[src/rtl/weight_loader.sv]
// weight_loader: write-side initiator for one dual-port weight bank.
// Accepts a valid/ready byte stream. Each accepted word is written to the bank
// one cycle later, at consecutive addresses starting from the latched
// start_addr. When the last word is written, a one-cycle done pulse goes to
// the layer controller.
// Optional feature: define WT_LOADER_CHKSUM_EN to add a 16-bit additive
// checksum. It is compared against exp_chksum in the DONE cycle.
module weight_loader #(
  parameter int ADDR_WIDTH = 11,
  parameter int DATA_WIDTH = 8,
  parameter int DATA_DEPTH = 2048
) (
  input  logic                  clk,
  input  logic                  rst_n,
  input  logic                  start,
  input  logic [3:0]            layer_sel,
  input  logic [ADDR_WIDTH-1:0] start_addr,
  input  logic [ADDR_WIDTH:0]   load_len,
  input  logic                  s_valid,
  input  logic [DATA_WIDTH-1:0] s_data,
  output logic                  s_ready,
  output logic                  mem_csen,
  output logic                  mem_wrenb,
  output logic [ADDR_WIDTH-1:0] mem_addr_b,
  output logic [DATA_WIDTH-1:0] mem_data_b,
  output logic [3:0]            mem_layer_cnt,
  output logic                  busy,
  output logic                  done,
  output logic                  err
`ifdef WT_LOADER_CHKSUM_EN
  ,
  input  logic [15:0]           exp_chksum,
  output logic                  chk_err
`endif
);

  typedef enum logic [1:0] {IDLE, LOAD, FLUSH, DONE} state_t;

  localparam logic [ADDR_WIDTH+1:0] DEPTH_W = (ADDR_WIDTH+2)'(DATA_DEPTH);
  localparam logic [ADDR_WIDTH:0]   CNT_ONE = (ADDR_WIDTH+1)'(1);

  state_t                state_q, state_d;
  logic [ADDR_WIDTH:0]   cnt_q, cnt_d;
  logic [ADDR_WIDTH:0]   len_q, len_d;
  logic [ADDR_WIDTH-1:0] base_q, base_d;
  logic [3:0]            layer_q, layer_d;
  logic                  wr_q, wr_d;
  logic [ADDR_WIDTH-1:0] addr_q, addr_d;
  logic [DATA_WIDTH-1:0] data_q, data_d;
  logic                  err_q, err_d;
  logic                  hs;
  logic [ADDR_WIDTH+1:0] end_addr;
`ifdef WT_LOADER_CHKSUM_EN
  logic [15:0]           sum_q, sum_d;
  logic [15:0]           exp_q, exp_d;
`endif

  // Handshake and request bound: the end address is computed two bits wider,
  // so an out-of-range request cannot wrap and pass the check.
  assign hs       = s_valid && (state_q == LOAD);
  assign end_addr = {2'b00, start_addr} + {1'b0, load_len};

  // Next-state logic and next values of the datapath registers.
  always_comb begin
    // NOTE: every variable gets a default first, so no path can infer a latch.
    state_d = state_q;
    cnt_d   = cnt_q;
    len_d   = len_q;
    base_d  = base_q;
    layer_d = layer_q;
    wr_d    = 1'b0;
    addr_d  = addr_q;
    data_d  = data_q;
    err_d   = 1'b0;
`ifdef WT_LOADER_CHKSUM_EN
    sum_d   = sum_q;
    exp_d   = exp_q;
`endif
    unique case (state_q)
      IDLE: begin
        if (start) begin
          if (end_addr > DEPTH_W) begin
            err_d = 1'b1;
          end else begin
`ifdef WT_LOADER_CHKSUM_EN
            sum_d = '0;
            exp_d = exp_chksum;
`endif
            if (load_len == '0) begin
              state_d = DONE;
            end else begin
              layer_d = layer_sel;
              base_d  = start_addr;
              len_d   = load_len;
              cnt_d   = '0;
              state_d = LOAD;
            end
          end
        end
      end
      LOAD: begin
        if (hs) begin
          wr_d   = 1'b1;
          addr_d = base_q + cnt_q[ADDR_WIDTH-1:0];
          data_d = s_data;
          cnt_d  = cnt_q + CNT_ONE;
`ifdef WT_LOADER_CHKSUM_EN
          sum_d  = sum_q + 16'(s_data);
`endif
          if ((cnt_q + CNT_ONE) == len_q) state_d = FLUSH;
        end
      end
      FLUSH:   state_d = DONE;
      DONE:    state_d = IDLE;
      default: state_d = IDLE;
    endcase
  end

  // State and datapath registers. An asynchronous reset aborts any load.
  always_ff @(posedge clk or negedge rst_n) begin
    if (!rst_n) begin
      state_q <= IDLE;
      cnt_q   <= '0;
      len_q   <= '0;
      base_q  <= '0;
      layer_q <= '0;
      wr_q    <= 1'b0;
      addr_q  <= '0;
      data_q  <= '0;
      err_q   <= 1'b0;
`ifdef WT_LOADER_CHKSUM_EN
      sum_q   <= '0;
      exp_q   <= '0;
`endif
    end else begin
      // NOTE: non-blocking assignments make every flop sample pre-edge values.
      state_q <= state_d;
      cnt_q   <= cnt_d;
      len_q   <= len_d;
      base_q  <= base_d;
      layer_q <= layer_d;
      wr_q    <= wr_d;
      addr_q  <= addr_d;
      data_q  <= data_d;
      err_q   <= err_d;
`ifdef WT_LOADER_CHKSUM_EN
      sum_q   <= sum_d;
      exp_q   <= exp_d;
`endif
    end
  end

  assign s_ready       = (state_q == LOAD);
  assign busy          = (state_q != IDLE);
  assign done          = (state_q == DONE);
  assign err           = err_q;
  assign mem_csen      = wr_q;
  assign mem_wrenb     = wr_q;
  assign mem_addr_b    = addr_q;
  assign mem_data_b    = data_q;
  assign mem_layer_cnt = layer_q;
`ifdef WT_LOADER_CHKSUM_EN
  assign chk_err       = (state_q == DONE) && (sum_q != exp_q);
`endif

endmodule

[config.mk]
export PLATFORM = sky130hd
export DESIGN_NAME = weight_loader
export DESIGN_NICKNAME = d
export VERILOG_FILES = /design/src/rtl/weight_loader.sv
export SDC_FILE = /design/constraint.sdc
export NUM_CORES = 1
export LEC_CHECK = 0
export ABC_AREA = 1
export BUFFER_PORTS_ARGS = -buffer_cell sky130_fd_sc_hd__buf_2
export CORE_ASPECT_RATIO = 1.75
export CORE_MARGIN = 5
export CORE_UTILIZATION = 25
export DETAILED_ROUTE_END_ITERATION = 10
export GPL_TIMING_DRIVEN = 0
export HOLD_SLACK_MARGIN = 0.1
export PLACE_DENSITY = 0.54
export RECOVER_POWER = 100
export SYNTH_ARGS = -nofsm -noshare
export SYNTH_HDL_FRONTEND = slang
export SYNTH_SLANG_ARGS = --single-unit
[constraint.sdc]
create_clock -name clk -period 3.54 [get_ports clk]
set_input_delay 0.531 -clock clk [delete_from_list [all_inputs] [get_ports clk]]
set_output_delay 0.531 -clock clk [all_outputs]
set_load 0.05 [all_outputs]
==> run_results.csv <==
group,metric,value,unit
sta,finalSetupViolations,0,
sta,hold_ws,0.397,ns
power_and_ir_drop,p_sw_frac,0.475,
worst_setup_path,ff2ff_path_depth,15,
worst_setup_path,cp_max_fo,10,
cells_and_area,fill_cells,2002,
detailed_routing,drtIter0Drc,135,
detailed_routing,vias,4114,
yosys,syn_area_per_cell,7.05,µm²
detailed_routing,route.detailed.drc,0,
yosys,synthFlopType,"dfrtp_1",
cts,htreeDepth,3,
sta,clock_skew,0.0112,ns
global_route,grt_use_total,0.127,
cts,cts_buffers,9,
yosys,seq_area_frac_synth,0.356,
outcome,outcome,"finished with violations",
cells_and_area,final_common_cell,"nand2_1",
worst_setup_path,reg2reg_slack,1.06,ns
outcome,failed_checks,"capacitance limit, slew limit",
global_route,grt_max_degree,63,
flow_run,maxCapViolCount,1,
worst_setup_path,r2r-start,"cnt_q[0]",
floorplan,die_h,185,µm
global_route,grt_pass1_wl,19900,µm
yosys,synth_area_leaders,"dfrtp_1 (36%), nand2_1 (20%), ha_1 (7.8%), inv_1 (6.3%), nand3_1 (6.0%)",
power_and_ir_drop,power_frac_seq,0.304,
detailed_routing,drtPass1Iterations,4,
cts,clockBufferDepth,2,
yosys,syn_nets,686,
worst_setup_path,critical_path.endpoint,"base_q[1]",
sta,period_share,0.805,
worst_setup_path,crit_arrival,3.07,ns
cts,cts_setup_buffers,0,
floorplan,fp-row-count,64,
detailed_routing,vias_per_cell,4.41,
sta,slew_violations,63,
placement,dp_hpwl,10100,µm
cts,cts.sinks,62,
hold_path,hp-class,"in2reg",
sta,rsz0062_at_grt,"false",
yosys,synth_top_area_share,0.356,
sta,maxSlewHeadroom,-0.0946,
worst_setup_path,timing.rr.end,"mem_addr_b[10]",
yosys,synth_edf_count,0,
detailed_routing,ant_nets,0,
yosys,synth-seq-cells,62,
placement,postPlaceCellArea,4980,µm²
sta,worstMarginPinSlew,1.64,ns
yosys,synth_cell_types,39,
cells_and_area,final_nets,764,
power_and_ir_drop,ir_drop,224,µV
yosys,syn-instance-count,618,
floorplan,die-area,20300,µm²
power_and_ir_drop,power_density,747,nW/µm²
sta,finalHoldViolations,0,
yosys,synthesis.area,4360,µm²
cells_and_area,antenna_cells,0,
global_route,antenna_found_initial,0,
power_and_ir_drop,p_total,0.00387,W
cts,clk_latency,0.33,ns
cts,cts_root_buffer,"clkbuf_16",
cells_and_area,design_area,5180,µm²
placement,port_buffers,67,
cts,clk_pin_slew,0.06,ns
yosys,ys_warn_count,0,
sta,fmax,0.351,GHz
cts,cts.hold.buffers_added,0,
cts,cts_tree,"yes",
floorplan,fp.dieW,110,µm
placement,place_congestion,0.871,
sta,fin_setup_tns,0,ns
cells_and_area,syn2layout_area_growth,18.9,%
global_route,grt.overflow.total,0,
cells_and_area,drive_above_1_share,0.114,
cells_and_area,final_cell_mix,"nand2_1 (232), inv_1 (73), dfrtp_1 (62)",
worst_setup_path,crit_start,"start_addr[0]",
worst_setup_path,crit_path_end_kind,"flop",
yosys,synth_top_area_cell,"dfrtp_1",
power_and_ir_drop,power_leakage,2.73,nW
cts,ctsResizeCount,0,
worst_setup_path,start_kind,"primary input",
global_route,grt_pass1_vias,4131,
detailed_routing,totalWireLength,12300,µm
detailed_routing,routedWlPerCell,13.2,µm
worst_setup_path,worstPathCellList,"clkbuf_1 > ha_1 > fa_1 > or2_2 > nor2_1 > nand3_1 > nor2_1 > nand3_1 > nor2_1 > nand3_1 > nand2_1 > nand2_1 > clkbuf_1 > o21a_1",
floorplan,core-area,17300,µm²
worst_setup_path,slowest_delay,0.42,ns
sta,fin_crit,2.85,ns
worst_setup_path,required,3.77,ns
power_and_ir_drop,p_int,0.00203,W
yosys,synthArstFlopShare,1.00,
power_and_ir_drop,clkPwrFrac,0.233,
power_and_ir_drop,p_switching,0.00184,W
worst_setup_path,path_class,"in2reg",
floorplan,io_pins,68,
floorplan,initial_core_util,0.252,
power_and_ir_drop,p_comb_frac,0.462,
worst_setup_path,crit_slowest_cell,"fa_1",
## sequential cells by signal (all words and copies together) (netlist names), 2 cells and up
name	flops
state_q	2
mem_layer_cnt	4
mem_data_b	8
len_q	12
base_q	11
mem_addr_b	11
cnt_q	12
## worst min-delay path by stage
stage | slack (ns) | cells past startpoint | end | startpoint
final | 0.40 | 3 | mem_data_b[2] | s_data[2]
after global routing | 0.40 | 3 | mem_data_b[2] | s_data[2]
after CTS | 0.34 | 1 | err | rst_n
after detailed placement | 0.46 | 2 | mem_data_b[1] | mem_data_b[1]
after global placement | 0.45 | 2 | mem_layer_cnt[3] | mem_layer_cnt[3]
after floorplan | 0.24 | 0 | base_q[0] | rst_n
## cells by family after synthesis
logic type / share of synthesized area
AOI/OAI and AO/OA: 0.0747
xor gates and xnor gates: 0.0233
adders and majority gates: 0.0867
buffers and inverters: 0.0905
DFF: 0.356
and+or+nand+nor: 0.369
## critical path: cells and delay by family
family	cells	cell delay [ns]
buf+inv	2	0.36
fa+ha+maj	2	0.67
compound gates	1	0.23
simple gates	9	1.27
## cell type report
| class | count | area, µm² | share of cell area |
|---|---|---|---|
| clock buffer | 9 | 225 | 0.0435 |
| tap | 231 | 289 | 0.0558 |
| sequential | 62 | 1550 | 0.300 |
| clock inverter | 7 | 80.1 | 0.0155 |
| timing repair buffer | 67 | 298 | 0.0575 |
| inverter | 79 | 297 | 0.0572 |
| multi-input combinational | 460 | 2360 | 0.455 |
| buffer | 17 | 83.8 | 0.0162 |
## cells in the mapped netlist (2+ instances only)
library cell    n
nand2_1       230
inv_1          73
dfrtp_1        62
nand3_1        52
nor2_1         42
ha_1           27
nand4_1        23
a21oi_1        13
o21ai_0        13
clkbuf_1        7
o21ai_2         7
inv_2           6
o21ai_1         6
xnor2_1         5
a31oi_1         4
buf_4           4
nand3b_1        4
or2_2           4
xor2_1          4
a21o_1          3
buf_2           3
nand3_2         3
nor2_2          3
a21oi_2         2
buf_6           2
fa_1            2
nand2_4         2
## metal layers
metal | part of all wire | global-route usage | wire length (µm)
met5 | 0 | 0 | 0
met1 | 0.37 | 0.120 | 4490
met3 | 0.033 | 0.0151 | 410
met4 | 0.029 | 0.0579 | 355
met2 | 0.57 | 0.257 | 7000
## stage by stage
| step | setup slack [ns] | util | cells |
|---|---|---|---|
| finish | 0.691 | 0.299 | 932 |
| global route | 0.389 | 0.299 | 932 |
| CTS | 0.854 | 0.306 | 932 |
| detailed placement | 0.505 | 0.288 | 916 |
| global placement | 0.514 | 0.288 | 916 |
| floorplan | 0.993 | - | 618 |
## power groups by stage
stage	Clock, W	Combinational [W]	Sequential (W)
finish	0.000903	0.00179	0.00118
global placement	0	0.00188	0.00119
CTS	0.000928	0.00191	0.00118
detailed placement	0	0.00191	0.00119
global route	0.000962	0.00200	0.00122
floorplan	0	0.00100	0.00159
Power figures use the tool's default switching activity.
